<file path="config.mk">
export PLATFORM = sky130hd
export DESIGN_NAME = divisor_postproceso
export DESIGN_NICKNAME = d
export VERILOG_FILES = /design/src/rtl/divisor_postproceso.sv
export SDC_FILE = /design/constraint.sdc
export NUM_CORES = 1
export LEC_CHECK = 0
export ABC_CLOCK_PERIOD_IN_PS = 3300
export CAP_MARGIN = 5
export CORE_ASPECT_RATIO = 0.9
export CORE_MARGIN = 2
export CORE_UTILIZATION = 34
export CTS_CLUSTER_DIAMETER = 100
export CTS_CLUSTER_SIZE = 28
export DETAILED_ROUTE_END_ITERATION = 8
export GPL_ROUTABILITY_DRIVEN = 1
export PLACE_DENSITY = 0.65
export SLEW_MARGIN = 20
export SYNTH_ARGS = -nofsm -noshare
export SYNTH_HDL_FRONTEND = slang
export SYNTH_SLANG_ARGS = --single-unit
</file>
<file path="constraint.sdc">
create_clock -name CLK -period 3.3 [get_ports CLK]
set_input_delay 0.495 -clock CLK [delete_from_list [all_inputs] [get_ports CLK]]
set_output_delay 0.495 -clock CLK [all_outputs]
set_load 0.05 [all_outputs]
</file>
<file path="src/rtl/divisor_postproceso.sv">
`default_nettype none
// ============================================================================
// Module   : divisor_postproceso
// Purpose  : Output stage of the pipelined restoring divider. Applies the
//            operand signs to the magnitude quotient and remainder using
//            truncating-division rules. Flags division by zero. Buffers
//            the results in a small FIFO with a Valid/Ready handshake.
//            The upstream iteration pipeline cannot stall. A result that
//            arrives while the FIFO is full, with no pop on that edge, is
//            dropped and sets a sticky overflow flag.
// Ports    : CLK            - clock, rising edge
//            RSTa           - asynchronous reset, active low
//            Done           - last-stage result valid (one pulse/division)
//            Q/ACCU/M       - quotient/remainder/divisor magnitudes
//            SignNum/SignDen- dividend/divisor signs (1 = negative)
//            Ready          - consumer accepts the head entry
//            Valid          - FIFO not empty, head entry on Coc/Res/DivCero
//            Coc/Res        - signed quotient/remainder (two's complement)
//            DivCero        - head entry was a division by zero
//            Cuenta         - FIFO occupancy, 0..PROF
//            Lleno          - FIFO full
//            Desbordamiento - sticky: a result was dropped (FIFO full)
// Revision : 1.0 - initial release
// ============================================================================
module divisor_postproceso #(
    parameter int tamanyo = 32,
    parameter int PROF    = 4
) (
    input  logic                     CLK,
    input  logic                     RSTa,
    input  logic                     Done,
    input  logic [tamanyo-1:0]       Q,
    input  logic [tamanyo-1:0]       ACCU,
    input  logic [tamanyo-1:0]       M,
    input  logic                     SignNum,
    input  logic                     SignDen,
    input  logic                     Ready,
    output logic                     Valid,
    output logic [tamanyo-1:0]       Coc,
    output logic [tamanyo-1:0]       Res,
    output logic                     DivCero,
    output logic [$clog2(PROF):0]    Cuenta,
    output logic                     Lleno,
    output logic                     Desbordamiento
);

    localparam int c_PTR_W = $clog2(PROF);
    localparam int c_CNT_W = c_PTR_W + 1;

    localparam logic [c_CNT_W-1:0] c_CNT_FULL = c_CNT_W'(PROF);
    localparam logic [c_CNT_W-1:0] c_CNT_ONE  = c_CNT_W'(1);
    localparam logic [c_PTR_W-1:0] c_PTR_ONE  = c_PTR_W'(1);
    localparam logic [tamanyo-1:0] c_ZERO     = '0;
    localparam logic [tamanyo-1:0] c_ONES     = '1;

    // FIFO storage and control
    logic [tamanyo-1:0] r_mem_coc [PROF];
    logic [tamanyo-1:0] r_mem_res [PROF];
    logic               r_mem_dz  [PROF];
    logic [c_PTR_W-1:0] r_wr_ptr;
    logic [c_PTR_W-1:0] r_rd_ptr;
    logic [c_CNT_W-1:0] r_count;
    logic               r_ovf;

    // Sign correction on the incoming result
    logic [tamanyo-1:0] w_coc_n;
    logic [tamanyo-1:0] w_res_n;
    logic               w_dz_n;

    logic               w_valid;
    logic               w_full;
    logic               w_pop;
    logic               w_push;
    logic               w_drop;

    always_comb begin
        w_dz_n  = (M == c_ZERO);
        w_res_n = SignNum ? (c_ZERO - ACCU) : ACCU;
        // Division by zero forces an all-ones quotient. The remainder
        // still follows the dividend sign, so it equals the signed dividend.
        if (w_dz_n) begin
            w_coc_n = c_ONES;
        end else begin
            w_coc_n = (SignNum ^ SignDen) ? (c_ZERO - Q) : Q;
        end
    end

    // Handshake decode. A pop is only possible with a stored entry, so an
    // empty FIFO with Done and Ready together performs a push only. A full
    // FIFO still accepts a push when the head leaves on the same edge.
    always_comb begin
        w_valid = (r_count != '0);
        w_full  = (r_count == c_CNT_FULL);
        w_pop   = w_valid & Ready;
        w_push  = Done & (~w_full | w_pop);
        w_drop  = Done & w_full & ~w_pop;
    end

    always_ff @(posedge CLK or negedge RSTa) begin
        if (!RSTa) begin
            r_wr_ptr <= '0;
            r_rd_ptr <= '0;
            r_count  <= '0;
            r_ovf    <= 1'b0;
            for (int i = 0; i < PROF; i++) begin
                r_mem_coc[i] <= '0;
                r_mem_res[i] <= '0;
                r_mem_dz[i]  <= 1'b0;
            end
        end else begin
            if (w_push) begin
                r_mem_coc[r_wr_ptr] <= w_coc_n;
                r_mem_res[r_wr_ptr] <= w_res_n;
                r_mem_dz[r_wr_ptr]  <= w_dz_n;
                r_wr_ptr            <= r_wr_ptr + c_PTR_ONE;
            end
            if (w_pop) begin
                r_rd_ptr <= r_rd_ptr + c_PTR_ONE;
            end
            case ({w_push, w_pop})
                2'b10:   r_count <= r_count + c_CNT_ONE;
                2'b01:   r_count <= r_count - c_CNT_ONE;
                default: r_count <= r_count;
            endcase
            if (w_drop) begin
                r_ovf <= 1'b1;
            end
        end
    end

    // Output data is forced to zero while the FIFO is empty, so stale
    // entries are never visible to the consumer.
    always_comb begin
        Valid          = w_valid;
        Coc            = w_valid ? r_mem_coc[r_rd_ptr] : c_ZERO;
        Res            = w_valid ? r_mem_res[r_rd_ptr] : c_ZERO;
        DivCero        = w_valid ? r_mem_dz[r_rd_ptr]  : 1'b0;
        Cuenta         = r_count;
        Lleno          = w_full;
        Desbordamiento = r_ovf;
    end

endmodule
`default_nettype wire
</file>
==> impl_metrics.csv <==
group,metric,value,unit
grt,antenna_found_initial,0,
sta,skew,24.6,ps
worst_setup_path,start_kind,"flip-flop",
grt,grt_use_total,17.3,%
sta,hold_slack,29.6,ps
sta,tightest_slew,884,ps
placed_design,gp_congestion,0.869,
worst_setup_path,setup.worst_path.start,"Cuenta[1]",
floorplanning,row_count,68,
pwr,p_sw_share,45.6,%
logic_synthesis,synth_top_family_by_area,"simple AND/OR/NAND/NOR gates",
sta,finalSetupTns,0,ps
logic_synthesis,yosysSeqAreaShare,51.1,%
pwr,p_int,9.21,mW
route,drt_first_pass_iters,5,
placed_design,place_hpwl,23800,um
worst_setup_path,path_depth,3,
pwr,netSwitchingPower,7.74,mW
logic_synthesis,synth_top_area_share,51.1,%
worst_setup_path,rr_worst_depth,7,
worst_setup_path,critical_path_buf_inv_count,1,
cells_and_area,drive_gt1_share,13.0,%
floorplanning,die_w,211,um
cts,root_buffer,"clkbuf_16",
logic_synthesis,async_flop_share,100,%
grt,grt_overflow_total,0,
floorplanning,core_area,38200,sq um
status,run_status,"finished, final reports clean",
logic_synthesis,ys_top_cells_by_count,"268 x dfrtp_1, 237 x nand2_1, 220 x o21ai_0",
cts,cts.path.max_buffers,3,
sta,rsz0062_at_grt,"false",
grt,use_met3,1.75,%
logic_synthesis,synth-adder-area-share,0.725,%
sta,setup_viol,0,
sta,finalCriticalPeriod,3120,ps
logic_synthesis,syn_inst,1288,
floorplanning,die_area,40200,sq um
pwr,combPwrFrac,55.0,%
route,drc,0,
pwr,power.total,16.9,mW
worst_setup_path,max_stage_delay,710,ps
pwr,p_leak,6.82,nW
cts,cts_buffers,14,
worst_hold_path,min_path_type,"input pin to async pin",
cts,postCtsHoldBufs,0,
logic_synthesis,ys_types,52,
worst_setup_path,path_cells,"or3_2 -> and2_1 -> clkdlybuf4s50_1",
sta,fin_crit_sh,94.6,%
logic_synthesis,synth-seq-cells,268,
logic_synthesis,synth_edf_count,0,
worst_setup_path,path_delay_family,"simple AND/OR/NAND/NOR gates",
floorplanning,die_h,190,um
sta,fmax,320,MHz
route,wire_per_inst,17.8,um
pwr,seqPwrFrac,32.9,%
pwr,clkPwrFrac,12.1,%
logic_synthesis,syn-num-nets,1397,
cells_and_area,nets,1533,
pwr,ir_drop,0.907,mV
worst_setup_path,worstPathRequired,2800,ps
sta,hold_violations,0,
job,cap_violations,0,
placed_design,port_buffers,172,
cts,cts_setup_buffers,0,
grt,use_met2,29.3,%
logic_synthesis,yosysMostFrequentCell,"dfrtp_1",
cts,cts_resized,28,
sta,drv_slew,0,
sta,slew_headroom,41.0,%
logic_synthesis,ys.flop_type,"dfrtp_1",
logic_synthesis,yosys_warnings,0,
cells_and_area,fin_util,41.5,%
cells_and_area,diodes,0,
route,routed_via_density,5.17,
grt,met1_usage,24.3,%
logic_synthesis,synthSimpleGateAreaFrac,16.4,%
worst_setup_path,critPathKind,"flip-flop to output port",
logic_synthesis,syn_area_per_cell,10.2,sq um
grt,grt_max_degree,107,
logic_synthesis,yosys.area.top_type,"dfrtp_1",
logic_synthesis,syn_area,13100,sq um
logic_synthesis,synth-compound-area-share,13.2,%
logic_synthesis,synth_xor_area_share,4.47,%
route,postRouteAntennaNets,0,
logic_synthesis,ys_top_cells_by_area,"dfrtp_1 51%, mux4_2 11%, o21ai_0 8.4%",
cells_and_area,fillers,3664,
worst_setup_path,cp.arrival,2630,ps
worst_setup_path,crit_slowest_cell,"or3_2",
logic_synthesis,synthMuxAreaShare,11.2,%
floorplanning,ios,173,
grt,grt_pass1_vias,10200,
cts,cts_htree_levels,1,
worst_setup_path,r2r_start,"Cuenta[1]",
cts,clock_sinks,268,
cts,path_clk_slew,100,ps
cells_and_area,syn_to_final_growth,20.8,%
worst_setup_path,worstSetupEndpointType,"output port",
worst_setup_path,cp_max_fo,12,
route,finalWirelength,34100,um
grt,busiest_layer,"met2",
route,num_vias,9920,
route,drtIter0Drc,565,
pwr,cellPowerDensity,1070,nW/um^2
cts,cts_tree,"done",
cts,clk_latency,490,ps
floorplanning,start_util,34.3,%
grt,grt_pass1_wl,55800,um
power groups by stage:
stage | Combinational (mW) | Clock [mW] | Sequential [mW]
floorplan | 6.75 | 0 | 5.45
global placement | 9.55 | 0 | 5.55
detailed placement | 9.70 | 0 | 5.65
CTS | 9.49 | 2.13 | 5.58
global route | 10.1 | 2.25 | 5.77
finish | 9.31 | 2.05 | 5.58
worst paths after layout:
check / to / slack, ps
worst max-delay path: Res[29] / 180
worst min register to register: r_mem_coc[99] / 490
worst max register to register: Cuenta[1] / 800
min in group CLK: r_mem_coc[99] / 490
max in group asynchronous: r_mem_coc[115] / 2430
worst min-delay path: r_mem_coc[58] / 30
flip-flops by register name, summed over array words and instances, names as in the netlist:
register        cells
Cuenta              3
Desbordamiento      1
r_mem_coc         128
r_mem_dz            4
r_mem_res         128
r_rd_ptr            2
r_wr_ptr            2
routing by layer:
metal | routed length [um] | up-vias | share of wire, %
met5 | 0 | - | 0
li1 | - | 4717 | -
met2 | 16500 | 221 | 48
met3 | 1340 | 29 | 3.9
met1 | 15600 | 4953 | 46
met4 | 639 | 0 | 1.9
cells by family after synthesis:
family / Yosys count
simple gates: 467
buf+inv: 97
mux: 66
compound gates: 316
flops: 268
fa+ha+maj: 7
xor+xnor: 67
through the flow:
step                instances  worst slack [ps]  instance area [sq um]
floorplan                1288               694                  13100
global placement         1898               280                  15400
detailed placement       1898               246                  15400
CTS                      1918               108                  15800
global route             1918              45.4                  15800
finish                   1918               178                  15800
layout make-up:
cell class	instances	area, sq um	share of cell area, %
Sequential cell	268	6710	42.4
Clock buffer	16	389	2.46
Clock inverter	4	73.8	0.466
Timing Repair Buffer	206	1940	12.3
Tap cell	490	613	3.87
Inverter	11	41.3	0.261
Multi-Input combinational cell	923	6070	38.3
cells in the final DEF, fill, tap and decap left out, types with 3 or more instances in the layout:
cell type        synthesis  layout
a31oi_1                  3       3
xnor2_1                 24      24
o21ai_1                  3       3
clkdlybuf4s50_1          0     106
nand2_4                  0       4
buf_4                    0      64
or3_1                    5       4
dfrtp_1                268     266
and2_1                  71      71
or4_4                    3       3
buf_12                   0       7
dlygate4sd2_1            0      28
o31ai_1                 13      13
nor3_1                   9       9
nand4_1                  3       3
o41ai_2                  5       5
a21oi_1                 56      56
inv_1                   11      11
nand3_1                  4       4
clkbuf_16                0      15
o21ai_0                220     220
or4_1                    6       6
nor2_1                  97      96
nand2_1                237     233
mux4_2                  65      65
xor2_1                  43      43
ha_1                     6       6
nor4_1                  11      11
a41oi_1                  6       6
Note: power is estimated with default switching activity, not from simulation.
